`src/rtl/id_ex_operand_stage_if.sv`:
```
// ID/EX stage bundle: decode inputs, bypass sources and registered EX-stage outputs.
// The upstream pipeline drives the master side; the ID/EX stage is the slave.
interface id_ex_operand_stage_if #(
  parameter int DATA_W = 64,
  parameter int REG_W  = 5
);
  logic              IdValid;
  logic [REG_W-1:0]  IdRA;
  logic [REG_W-1:0]  IdRB;
  logic [REG_W-1:0]  IdRW;
  logic              IdRegWr;
  logic              IdMemRd;
  logic [DATA_W-1:0] IdImm;
  logic [15:0]       IdCtrl;
  logic [DATA_W-1:0] BusA;
  logic [DATA_W-1:0] BusB;
  logic              ExMemRegWr;
  logic [REG_W-1:0]  ExMemRW;
  logic [DATA_W-1:0] ExMemResult;
  logic              MemWbRegWr;
  logic [REG_W-1:0]  MemWbRW;
  logic [DATA_W-1:0] MemWbResult;
  logic              Flush;
  logic              StallOut;
  logic              ExValid;
  logic              ExRegWr;
  logic              ExMemRd;
  logic [DATA_W-1:0] ExA;
  logic [DATA_W-1:0] ExB;
  logic [DATA_W-1:0] ExImm;
  logic [REG_W-1:0]  ExRA;
  logic [REG_W-1:0]  ExRB;
  logic [REG_W-1:0]  ExRW;
  logic [15:0]       ExCtrl;
  logic [15:0]       StallCnt;

  modport master (
    output IdValid, IdRA, IdRB, IdRW, IdRegWr, IdMemRd, IdImm, IdCtrl, BusA, BusB,
           ExMemRegWr, ExMemRW, ExMemResult, MemWbRegWr, MemWbRW, MemWbResult, Flush,
    input  StallOut, ExValid, ExRegWr, ExMemRd, ExA, ExB, ExImm, ExRA, ExRB, ExRW,
           ExCtrl, StallCnt
  );

  modport slave (
    input  IdValid, IdRA, IdRB, IdRW, IdRegWr, IdMemRd, IdImm, IdCtrl, BusA, BusB,
           ExMemRegWr, ExMemRW, ExMemResult, MemWbRegWr, MemWbRW, MemWbResult, Flush,
    output StallOut, ExValid, ExRegWr, ExMemRd, ExA, ExB, ExImm, ExRA, ExRB, ExRW,
           ExCtrl, StallCnt
  );
endinterface

```
`src/rtl/id_ex_operand_stage.sv`:
```
// ID/EX pipeline register with EX/MEM and MEM/WB operand bypass, load-use bubble
// insertion, branch flush and a saturating bubble counter.
module id_ex_operand_stage #(
  parameter int DATA_W   = 64,
  parameter int REG_W    = 5,
  parameter int ZERO_REG = 31
) (
  input logic               Clk,
  input logic               Reset,
  id_ex_operand_stage_if.slave bus
);
  localparam logic [REG_W-1:0] ZR = REG_W'(ZERO_REG);

  logic              ex_valid_q, ex_valid_d;
  logic              ex_reg_wr_q, ex_reg_wr_d;
  logic              ex_mem_rd_q, ex_mem_rd_d;
  logic [DATA_W-1:0] ex_a_q, ex_a_d;
  logic [DATA_W-1:0] ex_b_q, ex_b_d;
  logic [DATA_W-1:0] ex_imm_q, ex_imm_d;
  logic [REG_W-1:0]  ex_ra_q, ex_ra_d;
  logic [REG_W-1:0]  ex_rb_q, ex_rb_d;
  logic [REG_W-1:0]  ex_rw_q, ex_rw_d;
  logic [15:0]       ex_ctrl_q, ex_ctrl_d;
  logic [15:0]       stall_cnt_q, stall_cnt_d;
  logic              hz;
  logic [DATA_W-1:0] op_a, op_b;

  // EX/MEM is the younger producer, so it must win over MEM/WB.
  function automatic logic [DATA_W-1:0] fwd(
    input logic [REG_W-1:0]  idx,
    input logic [DATA_W-1:0] rf_val,
    input logic              em_wr,
    input logic [REG_W-1:0]  em_rw,
    input logic [DATA_W-1:0] em_res,
    input logic              mw_wr,
    input logic [REG_W-1:0]  mw_rw,
    input logic [DATA_W-1:0] mw_res
  );
    if (idx == ZR)                    return '0;
    else if (em_wr && em_rw == idx)   return em_res;
    else if (mw_wr && mw_rw == idx)   return mw_res;
    else                              return rf_val;
  endfunction

  always_comb begin
    hz = bus.IdValid & ex_valid_q & ex_mem_rd_q & ex_reg_wr_q & (ex_rw_q != ZR) &
         ((bus.IdRA == ex_rw_q) | (bus.IdRB == ex_rw_q));
    op_a = fwd(bus.IdRA, bus.BusA, bus.ExMemRegWr, bus.ExMemRW, bus.ExMemResult,
               bus.MemWbRegWr, bus.MemWbRW, bus.MemWbResult);
    op_b = fwd(bus.IdRB, bus.BusB, bus.ExMemRegWr, bus.ExMemRW, bus.ExMemResult,
               bus.MemWbRegWr, bus.MemWbRW, bus.MemWbResult);

    ex_valid_d  = 1'b0;
    ex_reg_wr_d = 1'b0;
    ex_mem_rd_d = 1'b0;
    ex_a_d      = '0;
    ex_b_d      = '0;
    ex_imm_d    = '0;
    ex_ra_d     = '0;
    ex_rb_d     = '0;
    ex_rw_d     = '0;
    ex_ctrl_d   = '0;
    if (!(bus.Flush || hz) && bus.IdValid) begin
      ex_valid_d  = 1'b1;
      ex_reg_wr_d = bus.IdRegWr & (bus.IdRW != ZR);
      ex_mem_rd_d = bus.IdMemRd;
      ex_a_d      = op_a;
      ex_b_d      = op_b;
      ex_imm_d    = bus.IdImm;
      ex_ra_d     = bus.IdRA;
      ex_rb_d     = bus.IdRB;
      ex_rw_d     = bus.IdRW;
      ex_ctrl_d   = bus.IdCtrl;
    end

    stall_cnt_d = stall_cnt_q;
    if (hz && !bus.Flush && stall_cnt_q != 16'hFFFF)
      stall_cnt_d = stall_cnt_q + 16'd1;
  end

  always_ff @(posedge Clk or posedge Reset) begin
    if (Reset) begin
      ex_valid_q  <= 1'b0;
      ex_reg_wr_q <= 1'b0;
      ex_mem_rd_q <= 1'b0;
      ex_a_q      <= '0;
      ex_b_q      <= '0;
      ex_imm_q    <= '0;
      ex_ra_q     <= '0;
      ex_rb_q     <= '0;
      ex_rw_q     <= '0;
      ex_ctrl_q   <= '0;
      stall_cnt_q <= '0;
    end else begin
      ex_valid_q  <= ex_valid_d;
      ex_reg_wr_q <= ex_reg_wr_d;
      ex_mem_rd_q <= ex_mem_rd_d;
      ex_a_q      <= ex_a_d;
      ex_b_q      <= ex_b_d;
      ex_imm_q    <= ex_imm_d;
      ex_ra_q     <= ex_ra_d;
      ex_rb_q     <= ex_rb_d;
      ex_rw_q     <= ex_rw_d;
      ex_ctrl_q   <= ex_ctrl_d;
      stall_cnt_q <= stall_cnt_d;
    end
  end

  assign bus.StallOut = hz & ~bus.Flush;
  assign bus.ExValid  = ex_valid_q;
  assign bus.ExRegWr  = ex_reg_wr_q;
  assign bus.ExMemRd  = ex_mem_rd_q;
  assign bus.ExA      = ex_a_q;
  assign bus.ExB      = ex_b_q;
  assign bus.ExImm    = ex_imm_q;
  assign bus.ExRA     = ex_ra_q;
  assign bus.ExRB     = ex_rb_q;
  assign bus.ExRW     = ex_rw_q;
  assign bus.ExCtrl   = ex_ctrl_q;
  assign bus.StallCnt = stall_cnt_q;
endmodule

```
`src/flat_wrapper.sv`:
```
// flat-port wrapper written by rule: the top's interface ports become plain ports
module id_ex_operand_stage_flat 
#(
  parameter int DATA_W   = 64,
  parameter int REG_W    = 5,
  parameter int ZERO_REG = 31
)
  (Clk, Reset, bus_IdValid, bus_IdRA, bus_IdRB, bus_IdRW, bus_IdRegWr, bus_IdMemRd, bus_IdImm, bus_IdCtrl, bus_BusA, bus_BusB, bus_ExMemRegWr, bus_ExMemRW, bus_ExMemResult, bus_MemWbRegWr, bus_MemWbRW, bus_MemWbResult, bus_Flush, bus_StallOut, bus_ExValid, bus_ExRegWr, bus_ExMemRd, bus_ExA, bus_ExB, bus_ExImm, bus_ExRA, bus_ExRB, bus_ExRW, bus_ExCtrl, bus_StallCnt);
  id_ex_operand_stage_if #(.DATA_W(DATA_W), .REG_W(REG_W)) bus_i ();
  input logic Clk;
  input logic Reset;
  input wire logic [$bits(bus_i.IdValid)-1:0] bus_IdValid;
  input wire logic [$bits(bus_i.IdRA)-1:0] bus_IdRA;
  input wire logic [$bits(bus_i.IdRB)-1:0] bus_IdRB;
  input wire logic [$bits(bus_i.IdRW)-1:0] bus_IdRW;
  input wire logic [$bits(bus_i.IdRegWr)-1:0] bus_IdRegWr;
  input wire logic [$bits(bus_i.IdMemRd)-1:0] bus_IdMemRd;
  input wire logic [$bits(bus_i.IdImm)-1:0] bus_IdImm;
  input wire logic [$bits(bus_i.IdCtrl)-1:0] bus_IdCtrl;
  input wire logic [$bits(bus_i.BusA)-1:0] bus_BusA;
  input wire logic [$bits(bus_i.BusB)-1:0] bus_BusB;
  input wire logic [$bits(bus_i.ExMemRegWr)-1:0] bus_ExMemRegWr;
  input wire logic [$bits(bus_i.ExMemRW)-1:0] bus_ExMemRW;
  input wire logic [$bits(bus_i.ExMemResult)-1:0] bus_ExMemResult;
  input wire logic [$bits(bus_i.MemWbRegWr)-1:0] bus_MemWbRegWr;
  input wire logic [$bits(bus_i.MemWbRW)-1:0] bus_MemWbRW;
  input wire logic [$bits(bus_i.MemWbResult)-1:0] bus_MemWbResult;
  input wire logic [$bits(bus_i.Flush)-1:0] bus_Flush;
  output wire logic [$bits(bus_i.StallOut)-1:0] bus_StallOut;
  output wire logic [$bits(bus_i.ExValid)-1:0] bus_ExValid;
  output wire logic [$bits(bus_i.ExRegWr)-1:0] bus_ExRegWr;
  output wire logic [$bits(bus_i.ExMemRd)-1:0] bus_ExMemRd;
  output wire logic [$bits(bus_i.ExA)-1:0] bus_ExA;
  output wire logic [$bits(bus_i.ExB)-1:0] bus_ExB;
  output wire logic [$bits(bus_i.ExImm)-1:0] bus_ExImm;
  output wire logic [$bits(bus_i.ExRA)-1:0] bus_ExRA;
  output wire logic [$bits(bus_i.ExRB)-1:0] bus_ExRB;
  output wire logic [$bits(bus_i.ExRW)-1:0] bus_ExRW;
  output wire logic [$bits(bus_i.ExCtrl)-1:0] bus_ExCtrl;
  output wire logic [$bits(bus_i.StallCnt)-1:0] bus_StallCnt;
  assign bus_i.IdValid = bus_IdValid;
  assign bus_i.IdRA = bus_IdRA;
  assign bus_i.IdRB = bus_IdRB;
  assign bus_i.IdRW = bus_IdRW;
  assign bus_i.IdRegWr = bus_IdRegWr;
  assign bus_i.IdMemRd = bus_IdMemRd;
  assign bus_i.IdImm = bus_IdImm;
  assign bus_i.IdCtrl = bus_IdCtrl;
  assign bus_i.BusA = bus_BusA;
  assign bus_i.BusB = bus_BusB;
  assign bus_i.ExMemRegWr = bus_ExMemRegWr;
  assign bus_i.ExMemRW = bus_ExMemRW;
  assign bus_i.ExMemResult = bus_ExMemResult;
  assign bus_i.MemWbRegWr = bus_MemWbRegWr;
  assign bus_i.MemWbRW = bus_MemWbRW;
  assign bus_i.MemWbResult = bus_MemWbResult;
  assign bus_i.Flush = bus_Flush;
  assign bus_StallOut = bus_i.StallOut;
  assign bus_ExValid = bus_i.ExValid;
  assign bus_ExRegWr = bus_i.ExRegWr;
  assign bus_ExMemRd = bus_i.ExMemRd;
  assign bus_ExA = bus_i.ExA;
  assign bus_ExB = bus_i.ExB;
  assign bus_ExImm = bus_i.ExImm;
  assign bus_ExRA = bus_i.ExRA;
  assign bus_ExRB = bus_i.ExRB;
  assign bus_ExRW = bus_i.ExRW;
  assign bus_ExCtrl = bus_i.ExCtrl;
  assign bus_StallCnt = bus_i.StallCnt;
  id_ex_operand_stage #(.DATA_W(DATA_W), .REG_W(REG_W), .ZERO_REG(ZERO_REG)) u_core (.Clk(Clk), .Reset(Reset), .bus(bus_i));
endmodule
```
`config.mk`:
```
export PLATFORM = sky130hd
export DESIGN_NAME = id_ex_operand_stage_flat
export DESIGN_NICKNAME = d
export VERILOG_FILES = /design/src/rtl/id_ex_operand_stage_if.sv /design/src/rtl/id_ex_operand_stage.sv /design/src/flat_wrapper.sv
export SDC_FILE = /design/constraint.sdc
export NUM_CORES = 1
export LEC_CHECK = 0
export BUFFER_PORTS_ARGS = -buffer_cell sky130_fd_sc_hd__clkbuf_2
export CELL_PAD_IN_SITES_DETAIL_PLACEMENT = 2
export CELL_PAD_IN_SITES_GLOBAL_PLACEMENT = 2
export CORE_AREA = 8 8 229 231
export CTS_BUF_LIST = sky130_fd_sc_hd__clkbuf_16
export DETAILED_ROUTE_END_ITERATION = 12
export DIE_AREA = 0 0 237 239
export PLACE_DENSITY_LB_ADDON = 0.1
export SYNTH_ARGS = -nofsm -noshare
export SYNTH_HDL_FRONTEND = slang
export SYNTH_SLANG_ARGS = --single-unit
```
`constraint.sdc`:
```
create_clock -name Clk -period 23.6 [get_ports Clk]
set_input_delay 4.72 -clock Clk [delete_from_list [all_inputs] [get_ports Clk]]
set_output_delay 4.72 -clock Clk [all_outputs]
set_load 0.03 [all_outputs]
```
==> impl_metrics.ini, run 1 <==
[power]
power.density_nw_per_um2 = 68.5
vdd_drop_max_mv = 0.0418
p_leak_uw = 0.00829

[drt]
viasPerCell = 4.63
detail-route-antenna-nets = 0
avgRoutedWirePerCell_um = 26.5
first_pass_iters = 4
wirelength_mm = 60.5
drt-initial-drc-count = 478
drcViolationCount = 0
vias = 10592

[finish]
fin_util_pct = 33.0
nets = 1997
drive_above_1_share_pct = 48.8
final_cell_mix = 611 x clkbuf_2, 260 x nand2_1, 242 x dfrtp_1
area.growth.synth_to_final_pct = 41.2
final_common_cell = clkbuf_2

[critical_path]
cp_max_fo = 19
crit_path_start_kind = input pin
slowest_delay_ns = 0.59
required_ns = 18.88
regToRegStartpoint = u_core.bus.ExRW[3]
timing.rr.end = u_core.bus.ExB[47]
crit_arrival_ns = 6.13
r2r_cells = 7
slowest_stage = a22oi_4
end_kind = output port
critical_path_class = in2out
critical_path.cell_chain = clkbuf_2, xor2_1, nor2_1, a22oi_4, nor3_1, clkbuf_2
critPathTopFamily = compound AO/OA/AOI/OAI gates
r2r_slack_ns = 20.62
cp_num_buf_inv = 2
cp_common_cell = clkbuf_2

[grt]
overflow = 0
grt_max_degree = 136
first_global_vias = 11983
grt_use_total_pct = 20.7
grt_pass1_wl_mm = 86.8
antenna_found_initial = 24

[floorplan]
die_area_um2 = 56600
fp.dieH_um = 239
core-area_um2 = 48500
start_util_pct = 23.4
placementRows = 81
dieWidth_um = 237
ios = 612

[synthesis]
synth_seq_cells = 242
synth_xor_area_share_pct = 3.25
synth_compound_area_share_pct = 17.5
synth_edf_count = 0
synth-simple-area-share_pct = 21.5
ys_top_cells_by_area = dfrtp_1 53%, a311oi_2 16%, nand2_1 8.6%
yosysSeqAreaShare_pct = 53.4
synth.avg_cell_area_um2 = 10.8
syn-instance-count = 1051
syn_area_um2 = 11300
synth.top_cell.area_share_pct = 53.4
synth_nets = 1421
synthFlopType = dfrtp_1
synth_area_leader_cell = dfrtp_1
synthAdderAreaFrac_pct = 0.110
postSynth.asyncResetShare_pct = 100
ys_types = 42
synth_top_family_by_area = simple AND/OR/NAND/NOR gates
ys_warn_count = 0
muxShareOfSynthArea_pct = 0.397

[hold_path]
hold_path.class = reg2reg
min_from = u_core.bus.StallCnt[7]
min_to = u_core.bus.StallCnt[7]
holdPathStages = 1

[cts]
insertion_delay_ns = 0.54
post-cts-setup-buffer-count = 0
numCtsBuffers = 34
cts_tree = yes
clock-sinks = 242
cts_hold_buffers = 0
clockRootBuffer = clkbuf_16
cts_resized = 0
h-tree-depth = 2
clkSlewWorstSetupHoldPaths_ns = 0.05
cts.path.max_buffers = 3

[placed_design]
gp_congestion = 0.819
port_buffers = 611
place_ws_ns = 12.74
dp.final_hpwl_mm = 45.5

[timing]
fin_crit_sh_pct = 46.0
max_slew_margin_pct = 19.6
setup_tns_ns = 0
final-hold-violation-count = 0
holdWs_ns = 0.511
setup_viol_count_final = 0
min_period_ns = 10.85
setup_ws_ns = 12.75
finClkSkew_ns = 0.0237
rsz0062_at_grt = no
drv_slew = 0
fmax_mhz = 92.2
worst_slew_pin_slew_ns = 1.21

[run_status]
status = finished, final reports clean

[flow_run]
drv_cap = 0
[worst max-delay path by stage]
stage / start / endpoint / slack (ns) / cells past startpoint
floorplan: Reset / u_core.bus.ExA[0] / 12.24 / 1
detailed placement: bus_IdRA[0] / bus_StallOut / 12.74 / 6
global route: bus_IdRA[0] / bus_StallOut / 12.64 / 6
finish: bus_IdRA[0] / bus_StallOut / 12.75 / 6
CTS: bus_IdRA[0] / bus_StallOut / 12.73 / 6
global placement: bus_IdRA[0] / bus_StallOut / 12.81 / 6
[sequential cells by signal (all words and copies together) (netlist names)]
name / count
u_core.bus.ExRA: 5
u_core.bus.ExA: 64
u_core.bus.ExRB: 5
u_core.bus.ExValid: 1
u_core.bus.StallCnt: 16
u_core.bus.ExB: 64
u_core.bus.ExImm: 64
u_core.bus.ExCtrl: 16
u_core.bus.ExMemRd: 1
u_core.bus.ExRegWr: 1
u_core.bus.ExRW: 5
[routing by layer]
layer | track usage, % | share of wire, % | vias to the layer above | routed length, um
met1 | 22.5 | 38 | 5361 | 22800
met3 | 8.21 | 8.2 | 77 | 4950
met5 | 0 | 0.19 | - | 118
met2 | 36.8 | 52 | 360 | 31300
li1 | - | - | 4776 | -
met4 | 6.05 | 2.2 | 18 | 1350
[through the flow]
stage / cells / power, uW / instance area [um^2]
floorplan: 1051 / 525 / 11300
global placement: 2213 / 602 / 14900
detailed placement: 2213 / 604 / 14900
CTS: 2271 / 1120 / 16000
global route: 2280 / 1140 / 16000
finish: 2287 / 1100 / 16000
[power by group]
group,switching [uW],internal (uW)
logic,104,51.7
registers,5.79,431
clock network,202,301
total,312,784
[cell type report]
class | instances | area (um^2)
Fill cell | 5482 | 32500
Sequential cell | 242 | 6060
Multi-Input combinational cell | 728 | 4910
Timing Repair Buffer | 620 | 3140
Clock buffer | 35 | 876
Tap cell | 622 | 778
Clock inverter | 23 | 195
Antenna cell | 16 | 40.0
Inverter | 1 | 11.3
[logic make-up (layout without fill, tap and decap cells)]
family	count (synthesis)	in the layout
simple gates	542	542
flops	242	242
compound gates	139	139
buf+inv	81	679
xor+xnor	42	42
mux	4	4
fa+ha+maj	1	1
other cells	0	16
[synth_stat cells, drive strengths merged, types with 2 or more instances]
library cell	instances
a311oi	128
a31oi	2
and2	97
and3	6
buf	44
clkbuf	36
dfrtp	242
mux2	4
nand2	260
nand2b	3
nand3	7
nand4	6
nor2	132
nor3	12
nor4	9
nor4b	2
o21ai	4
or3	2
or4b	2
xnor2	4
xor2	38
[worst register-to-register path, stage by stage, from the launching register on]
cell and delay, ns:
dfrtp_1 0.45, xor2_1 0.20, nor3_2 0.24, a22oi_4 0.24
o21ai_4 0.20, buf_4 0.57, buf_4 0.71, a311oi_2 0.15
No activity file was read; power rests on OpenSTA's default activity.
==> run 2: changes to the inputs <==
- CORE_AREA: 8 8 229 231 -> 8 8 231 233
- DIE_AREA: 0 0 237 239 -> 0 0 239 241
- clock period: 23.6 -> 11.11 ns (I/O delays scaled with it)
==> run 2 against run 1 <==
Routed wire length is 1.4% higher. Final cell count rose by 1.8%. Cell area down 0.41%. Total power up 100%. Critical endpoint unchanged. Critical path depth is the same. Non-clock buffer count is 2 higher. Sequential share of layout area increased by 0.15 points. Worst setup slack worse by 7.5 ns. Clock-buffer cell count down 1. Critical path type unchanged. Largest power group unchanged.
==> impl_metrics.ini, run 2 (synthesis results as in run 1) <==
[run_status]
status = finished, final reports clean

[finish]
drive_above_1_share_pct = 48.9
final_cell_mix = 611 x clkbuf_2, 260 x nand2_1, 242 x dfrtp_1
multi_input_area_um2 = 4910
seq_area_um2 = 6060
final_common_cell = clkbuf_2
nets = 1999
area.growth.synth_to_final_pct = 40.6
nFillCells = 5675
fin_area_um2 = 15900
stdcell_count = 2328

[grt]
grt_use_total_pct = 20.6
antenna_found_initial = 18
overflow = 0
grt_max_degree = 129
first_global_vias = 11997
grt_pass1_wl_mm = 87.1

[timing]
drv_slew = 0
setup_tns_ns = 0
final-hold-violation-count = 0
max_slew_margin_pct = 26.6
rsz0062_at_grt = no
setup_viol_count_final = 0
fmax_mhz = 172
worst_slew_pin_slew_ns = 1.10
min_period_ns = 5.82
finClkSkew_ns = 0.0167
fin_crit_sh_pct = 52.3
holdWs_ns = 0.494

[placed_design]
place_area_um2 = 15000
gp_congestion = 0.815
dp_cells = 2265
dp.final_hpwl_mm = 46.9
port_buffers = 611

[floorplan]
die_area_um2 = 57600
placementRows = 82
core-area_um2 = 49700
dieWidth_um = 239
ios = 612
fp.dieH_um = 241
start_util_pct = 22.8

[critical_path]
critical_path_class = in2out
crit_path_start_kind = input pin
regToRegStartpoint = u_core.bus.ExRW[3]
slowest_stage = a22oi_4
cp_common_cell = clkbuf_2
cp_num_buf_inv = 2
crit_cells = 6
required_ns = 8.89
critical_path.cell_chain = clkbuf_2, xor2_1, nor2_1, a22oi_4, nor3_1, clkbuf_2
cp-endpoint = bus_StallOut
end_kind = output port
slowest_delay_ns = 0.58
r2r_slack_ns = 8.01
critPathLaunch = bus_IdRA[0]
timing.rr.end = u_core.bus.ExA[40]
critPathTopFamily = compound AO/OA/AOI/OAI gates
crit_arrival_ns = 3.59
r2r_cells = 6
cp_max_fo = 19

[drt]
detail-route-antenna-nets = 0
wirelength_mm = 61.4
vias = 10585
drcViolationCount = 0
first_pass_iters = 4
viasPerCell = 4.55
drt-initial-drc-count = 310
avgRoutedWirePerCell_um = 26.4

[power]
power.density_nw_per_um2 = 141
vdd_drop_max_mv = 0.0846
net-switching-power_uw = 664
power_frac_seq_pct = 41.4
swShare_pct = 29.6
p_int_uw = 1580
power_uw = 2240
clkPwrFrac_pct = 43.9
comb_power_share_pct = 14.8
p_leak_uw = 0.00825

[cts]
clock-sinks = 242
clockRootBuffer = clkbuf_16
numCtsBuffers = 34
cts_hold_buffers = 0
cts_tree = yes
cts.path.max_buffers = 3
insertion_delay_ns = 0.54
h-tree-depth = 2
clkSlewWorstSetupHoldPaths_ns = 0.05
post-cts-setup-buffer-count = 0
cts_resized = 0

[hold_path]
hold_path.class = reg2reg
min_from = u_core.bus.StallCnt[7]

[flow_run]
drv_cap = 0
-- run 2: changes by cell type in the layout (fill, tap and decap cells not counted), sizes merged --
cell	delta
buf	+2
bufinv	-3
clkbuf	-1
clkinv	+3
clkinvlp	-1
diode	-9
-- run 2: how the worst min path moves through the flow --
stage	endpoint	cells past startpoint
5_1_grt	u_core.bus.StallCnt[7]	1
4_1_cts	u_core.bus.StallCnt[7]	1
3_3_place_gp	u_core.bus.StallCnt[7]	1
6_report	u_core.bus.StallCnt[7]	1
3_5_place_dp	u_core.bus.StallCnt[7]	1
2_1_floorplan	u_core.bus.StallCnt[7]	1
-- run 2: worst reg2reg max path, cell delays in order (launching register included) --
cell and delay [ns]:
dfrtp_1 0.44, xor2_1 0.20, nor3_2 0.27, a22oi_4 0.23
o21ai_4 0.74, buf_4 0.84, a311oi_2 0.18
-- run 2: final cells by class --
cell class,count,share of cell area (%)
Tap cell,672,5.28
Clock buffer,34,5.34
Sequential cell,242,38.0
Inverter,1,0.0707
Multi-Input combinational cell,728,30.8
Clock inverter,22,0.707
Timing Repair Buffer,622,19.7
Antenna cell,7,0.110
-- run 2: per-stage QoR --
stage,setup slack [ns],util (%)
after global placement,5.27,30.1
after global routing,5.15,32.1
final,5.29,32.1
after CTS,5.26,32.1
after detailed placement,5.26,30.1
after floorplan,2.24,-
-- run 2: layer usage --
layer,GRT usage (%),share of wire [%],up-vias
met5,0,0.21,-
met4,4.55,1.9,20
met3,7.90,8.3,79
met2,37.9,52,366
met1,22.2,37,5363
li1,-,-,4757
-- run 2: power by group through the flow --
stage	clock network, uW	registers [uW]	logic, uW
6_report	985	928	332
5_1_grt	1050	931	359
4_1_cts	1020	929	341
3_5_place_dp	0	944	340
3_3_place_gp	0	943	337
2_1_floorplan	0	1010	101
